===== src/rtl/spi_master_shift.sv =====
// SPI mode-0 master paced by the /32 divider output; one word per start pulse, full duplex.
// Build option: define SPI_LSB_FIRST_EN to shift LSB-first in both directions (default MSB-first).
module spi_master_shift #(
    parameter int DATA_W = 8
) (
    input  logic              clk,
    input  logic              reset,
    input  logic              clk_32,
    input  logic              start,
    input  logic [DATA_W-1:0] tx_data,
    input  logic              miso,
    output logic [DATA_W-1:0] rx_data,
    output logic              busy,
    output logic              done,
    output logic              sclk,
    output logic              mosi,
    output logic              cs_n
);

    localparam int CNT_W = $clog2(DATA_W + 1);

    typedef enum logic [1:0] {IDLE, LEAD, SHIFT, TRAIL} state_t;

    state_t            state, state_d;
    logic [DATA_W-1:0] tx_shift, tx_shift_d;
    logic [DATA_W-1:0] rx_shift, rx_shift_d;
    logic [DATA_W-1:0] rx_data_d;
    logic [CNT_W-1:0]  bit_cnt, bit_cnt_d;
    logic              clk_32_q;
    logic              busy_d, done_d, sclk_d, mosi_d, cs_n_d;
    logic              rise, fall;

    // clk_32 is a counter bit in this clock domain, so a single delay stage gives clean edges
    assign rise = clk_32 & ~clk_32_q;
    assign fall = ~clk_32 & clk_32_q;

    always_ff @(posedge clk or posedge reset) begin
        if (reset) begin
            state    <= IDLE;
            clk_32_q <= 1'b0;
            tx_shift <= '0;
            rx_shift <= '0;
            rx_data  <= '0;
            bit_cnt  <= '0;
            busy     <= 1'b0;
            done     <= 1'b0;
            sclk     <= 1'b0;
            mosi     <= 1'b0;
            cs_n     <= 1'b1;
        end else begin
            state    <= state_d;
            clk_32_q <= clk_32;
            tx_shift <= tx_shift_d;
            rx_shift <= rx_shift_d;
            rx_data  <= rx_data_d;
            bit_cnt  <= bit_cnt_d;
            busy     <= busy_d;
            done     <= done_d;
            sclk     <= sclk_d;
            mosi     <= mosi_d;
            cs_n     <= cs_n_d;
        end
    end

    always_comb begin
        state_d    = state;
        tx_shift_d = tx_shift;
        rx_shift_d = rx_shift;
        rx_data_d  = rx_data;
        bit_cnt_d  = bit_cnt;
        busy_d     = busy;
        done_d     = 1'b0;
        sclk_d     = sclk;
        mosi_d     = mosi;
        cs_n_d     = cs_n;

        case (state)
            IDLE: begin
                if (start) begin
                    tx_shift_d = tx_data;
                    rx_shift_d = '0;
                    bit_cnt_d  = CNT_W'(DATA_W);
                    cs_n_d     = 1'b0;
                    busy_d     = 1'b1;
`ifdef SPI_LSB_FIRST_EN
                    mosi_d     = tx_data[0];
`else
                    mosi_d     = tx_data[DATA_W-1];
`endif
                    state_d    = LEAD;
                end
            end
            LEAD: begin
                if (fall) state_d = SHIFT;
            end
            SHIFT: begin
                if (rise) begin
                    sclk_d    = 1'b1;
                    bit_cnt_d = bit_cnt - CNT_W'(1);
`ifdef SPI_LSB_FIRST_EN
                    rx_shift_d = {miso, rx_shift[DATA_W-1:1]};
`else
                    rx_shift_d = {rx_shift[DATA_W-2:0], miso};
`endif
                end else if (fall) begin
                    sclk_d = 1'b0;
                    if (bit_cnt == '0) begin
                        state_d = TRAIL;
                    end else begin
`ifdef SPI_LSB_FIRST_EN
                        tx_shift_d = tx_shift >> 1;
                        mosi_d     = tx_shift[1];
`else
                        tx_shift_d = tx_shift << 1;
                        mosi_d     = tx_shift[DATA_W-2];
`endif
                    end
                end
            end
            TRAIL: begin
                // hold CS low for half an SCLK period after the last falling edge
                if (rise) begin
                    state_d   = IDLE;
                    cs_n_d    = 1'b1;
                    busy_d    = 1'b0;
                    mosi_d    = 1'b0;
                    rx_data_d = rx_shift;
                    done_d    = 1'b1;
                end
            end
            default: state_d = IDLE;
        endcase
    end

endmodule


===== config.mk =====
export PLATFORM = sky130hd
export DESIGN_NAME = spi_master_shift
export DESIGN_NICKNAME = d
export VERILOG_FILES = /design/src/rtl/spi_master_shift.sv
export SDC_FILE = /design/constraint.sdc
export NUM_CORES = 1
export LEC_CHECK = 0
export ABC_AREA = 1
export CORE_MARGIN = 2
export CORE_UTILIZATION = 47
export DETAILED_ROUTE_END_ITERATION = 8
export PLACE_DENSITY = 0.7
export SLEW_MARGIN = 5
export SYNTH_ARGS = -nofsm -noshare
export SYNTH_HDL_FRONTEND = slang
export SYNTH_SLANG_ARGS = --single-unit
export TNS_END_PERCENT = 20

===== constraint.sdc =====
create_clock -name clk -period 1.75 [get_ports clk]
set_input_delay 0.175 -clock clk [delete_from_list [all_inputs] [get_ports clk]]
set_output_delay 0.175 -clock clk [all_outputs]
set_load 0.02 [all_outputs]

==> insert_results.sql <==
INSERT INTO impl_metrics (metric_group, metric, value, unit) VALUES
('worst_setup_path', 'critical_path.reg2reg.endpoint', 'bit_cnt[3]', ''),
('finish', 'layout.filler_cells', '323', ''),
('logic_synthesis', 'postSynthAreaPerCell', '8.93', 'um2'),
('timing', 'totalNegativeSetupSlack', '0', 'ps'),
('timing', 'finalCriticalPeriod', '1590', 'ps'),
('grt', 'antenna_violations_before_repair', '0', ''),
('finish', 'layout_common_cells', 'sky130_fd_sc_hd__nand2_1 (61), sky130_fd_sc_hd__dfrtp_1 (33), sky130_fd_sc_hd__inv_1 (26), sky130_fd_sc_hd__clkdlybuf4s50_1 (25), sky130_fd_sc_hd__o21ai_0 (11)', ''),
('worst_setup_path', 'crit_fanout', '2', ''),
('timing', 'timing_hold_violations_final', '0', ''),
('power_and_ir_drop', 'clkPwrFrac', '0.210', ''),
('finish', 'fin_nets', '249', ''),
('finish', 'finish.cell_count_without_fillers', '276', ''),
('die', 'core_area', '3610', 'um2'),
('worst_setup_path', 'critPathSlowestCell', 'sky130_fd_sc_hd__clkdlybuf4s50_1', ''),
('routing', 'drt-wirelength-per-cell', '11.6', 'um'),
('die', 'die-width', '64.9', 'um'),
('timing', 'setup_repair_after_global_routing_missed_its_margin', 'no', ''),
('cts', 'clock_insertion_delay_worst_skew', '300', 'ps'),
('place', 'dp_worst_setup_slack', '88.1', 'ps'),
('cts', 'tritoncts_num_sinks', '35', ''),
('routing', 'dr_total_vias', '1356', ''),
('worst_setup_path', 'cp_num_cells', '1', ''),
('cts', 'clock_slew_seen_by_the_registers_of_the_worst_setup_and_hold_paths', '80', 'ps'),
('power_and_ir_drop', 'sw_frac_of_total', '0.406', ''),
('cts', 'cts_htree_levels', '2', ''),
('grt', 'first_global_vias', '1304', ''),
('power_and_ir_drop', 'switching_component_of_the_power', '1.46', 'mW'),
('place', 'numPortBuffers', '25', ''),
('cts', 'ctsLongestPathBuffers', '2', ''),
('power_and_ir_drop', 'cellPowerDensity', '1650', 'nW/um2'),
('worst_setup_path', 'data_required_time_of_the_critical_path', '1570', 'ps'),
('hold_path', 'worst_hold_path_type', 'in2async', ''),
('die', 'floorplan.die.height', '64.9', 'um'),
('worst_setup_path', 'worst_setup_path_end_kind', 'output pin', ''),
('grt', 'wire_length_of_the_first_global_routing_pass', '5.86', 'mm'),
('logic_synthesis', 'syn_inst', '195', ''),
('grt', 'total_grt_usage', '0.181', ''),
('logic_synthesis', 'mappedNetlistNets', '217', ''),
('grt', 'grt_remaining_overflow', '0', ''),
('cts', 'cts_tree', 'yes', ''),
('routing', 'viasPerCell', '4.91', ''),
('routing', 'wl_met3', '96', 'um'),
('worst_setup_path', 'setup_slack_of_the_worst_register_to_register_path', '180', 'ps'),
('finish', 'syn2layout_area_growth', '25.1', '%'),
('power_and_ir_drop', 'power_frac_comb', '0.467', ''),
('routing', 'remaining_drc_errors', '0', ''),
('finish', 'final_design_area_no_fill', '2180', 'um2'),
('die', 'io_pins', '26', ''),
('worst_setup_path', 'worst-endpoint-arrival', '1420', 'ps'),
('power_and_ir_drop', 'totalPowerFinal', '3.60', 'mW'),
('worst_setup_path', 'timing_worst_setup_path_type', 'reg2out', ''),
('outcome', 'outcome', 'finished, final reports clean', ''),
('cts', 'cts.root.buffer_cell', 'sky130_fd_sc_hd__clkbuf_8', ''),
('routing', 'route.top_layer_used', 'met4', ''),
('place', 'post_dp_cell_area', '2060', 'um2'),
('routing', 'met2WireLength', '1.58', 'mm'),
('timing', 'max_freq', '0.627', 'GHz'),
('cts', 'cts_buffers', '5', ''),
('routing', 'drt-initial-drc-count', '59', ''),
('power_and_ir_drop', 'static-leakage-power', '1.07', 'nW'),
('power_and_ir_drop', 'p_int', '2.14', 'mW'),
('worst_setup_path', 'r2r_start', 'state[1]', ''),
('finish', 'regArea', '878', 'um2'),
('timing', 'final-max-slew-violation-count', '0', ''),
('timing', 'timing.final.ws_setup', '155', 'ps'),
('logic_synthesis', 'seq_area_frac_synth', '0.504', ''),
('die', 'rows', '22', ''),
('timing', 'worst_slew_margin_rel', '0.707', ''),
('die', 'start_util', '0.483', ''),
('worst_setup_path', 'crit_path_start', 'cs_n', ''),
('cts', 'postCtsSetupBuffers', '0', '');
Yosys cell counts:
cell	instances	area, um2
sky130_fd_sc_hd__dfstp_2	1	26.3
sky130_fd_sc_hd__inv_1	26	97.6
sky130_fd_sc_hd__buf_6	3	33.8
sky130_fd_sc_hd__nand2_2	2	12.5
sky130_fd_sc_hd__xor2_1	1	8.76
sky130_fd_sc_hd__nor2_1	6	22.5
sky130_fd_sc_hd__nor2_8	1	20.0
sky130_fd_sc_hd__a21oi_2	1	8.76
sky130_fd_sc_hd__ha_1	9	113
sky130_fd_sc_hd__nand3_4	1	17.5
sky130_fd_sc_hd__nand2_4	1	11.3
sky130_fd_sc_hd__a21oi_4	1	16.3
sky130_fd_sc_hd__dfrtp_1	34	851
sky130_fd_sc_hd__nand2_1	61	229
sky130_fd_sc_hd__a21oi_1	1	5.00
sky130_fd_sc_hd__inv_2	2	7.51
sky130_fd_sc_hd__o21ai_2	2	17.5
sky130_fd_sc_hd__o21ai_0	11	55.1
sky130_fd_sc_hd__o22ai_1	8	50.1
sky130_fd_sc_hd__nand3_1	9	45.0
sky130_fd_sc_hd__buf_2	2	10.0
sky130_fd_sc_hd__nand4_1	10	62.6
sky130_fd_sc_hd__nor2_4	1	11.3
sky130_fd_sc_hd__nand3_2	1	10.0
metrics by stage:
stage | util | hold slack, ps
6_report | 0.604 | 260
5_1_grt | 0.604 | 314
4_1_cts | 0.603 | 282
3_5_place_dp | 0.571 | 458
3_3_place_gp | 0.571 | 454
2_1_floorplan | - | 206
state kept, by name, indices dropped and copies added, names as in the netlist:
register  cells
rx_data       8
rx_shift      8
tx_shift      7
bit_cnt       4
state         2
busy          1
clk_32_q      1
cs_n          1
done          1
mosi          1
sclk          1
per-layer routing:
layer / global-route usage / vias to the layer above
met3: 0.0469 / 8
li1: - / 688
met4: 0.0745 / 0
met2: 0.302 / 26
met5: 0 / -
met1: 0.223 / 634
area by class of cell:
class / instances / area share
repair buffers: 30 / 0.138
multi-input cells: 127 / 0.330
flip-flops and latches: 35 / 0.403
clock buffers: 5 / 0.0316
clock inverters: 3 / 0.0218
well taps: 48 / 0.0276
inverters: 28 / 0.0482
power groups by stage:
stage | logic, mW | clock network [mW] | registers, mW
final | 1.68 | 0.756 | 1.16
after detailed placement | 1.68 | 0 | 1.18
after floorplan | 1.17 | 0 | 1.23
after global placement | 1.64 | 0 | 1.17
after global routing | 1.91 | 0.809 | 1.19
after CTS | 1.69 | 0.773 | 1.16
how the worst min path moves through the flow:
stage                     depth (start not counted)  slack (ps)         from     endpoint
final                                             3         260        reset   rx_data[2]
after detailed placement                          2         460  tx_shift[4]  tx_shift[4]
after floorplan                                   0         210       clk_32     clk_32_q
after CTS                                         3         280        reset   rx_data[2]
after global routing                              3         310        reset   rx_data[2]
after global placement                            2         450  tx_shift[3]  tx_shift[3]
worst reg2reg max path, cell delays in order (launching register included):
cell and delay (ps):
sky130_fd_sc_hd__dfrtp_1 420, sky130_fd_sc_hd__inv_1 110, sky130_fd_sc_hd__ha_1 230, sky130_fd_sc_hd__nand2_1 120, sky130_fd_sc_hd__inv_1 210, sky130_fd_sc_hd__a21oi_4 60, sky130_fd_sc_hd__buf_12 150, sky130_fd_sc_hd__nand2_1 60
sky130_fd_sc_hd__o21ai_0 70
cell families (layout without fill, tap and decap cells):
logic type	after synthesis	in the layout	share of synthesized area
buf+inv	33	66	0.0855
fa+ha+maj	9	9	0.0647
xor+xnor	1	1	0.00503
simple gates	93	93	0.254
flops	35	35	0.504
compound gates	24	24	0.0876
Note: power is estimated with default switching activity, not from simulation.
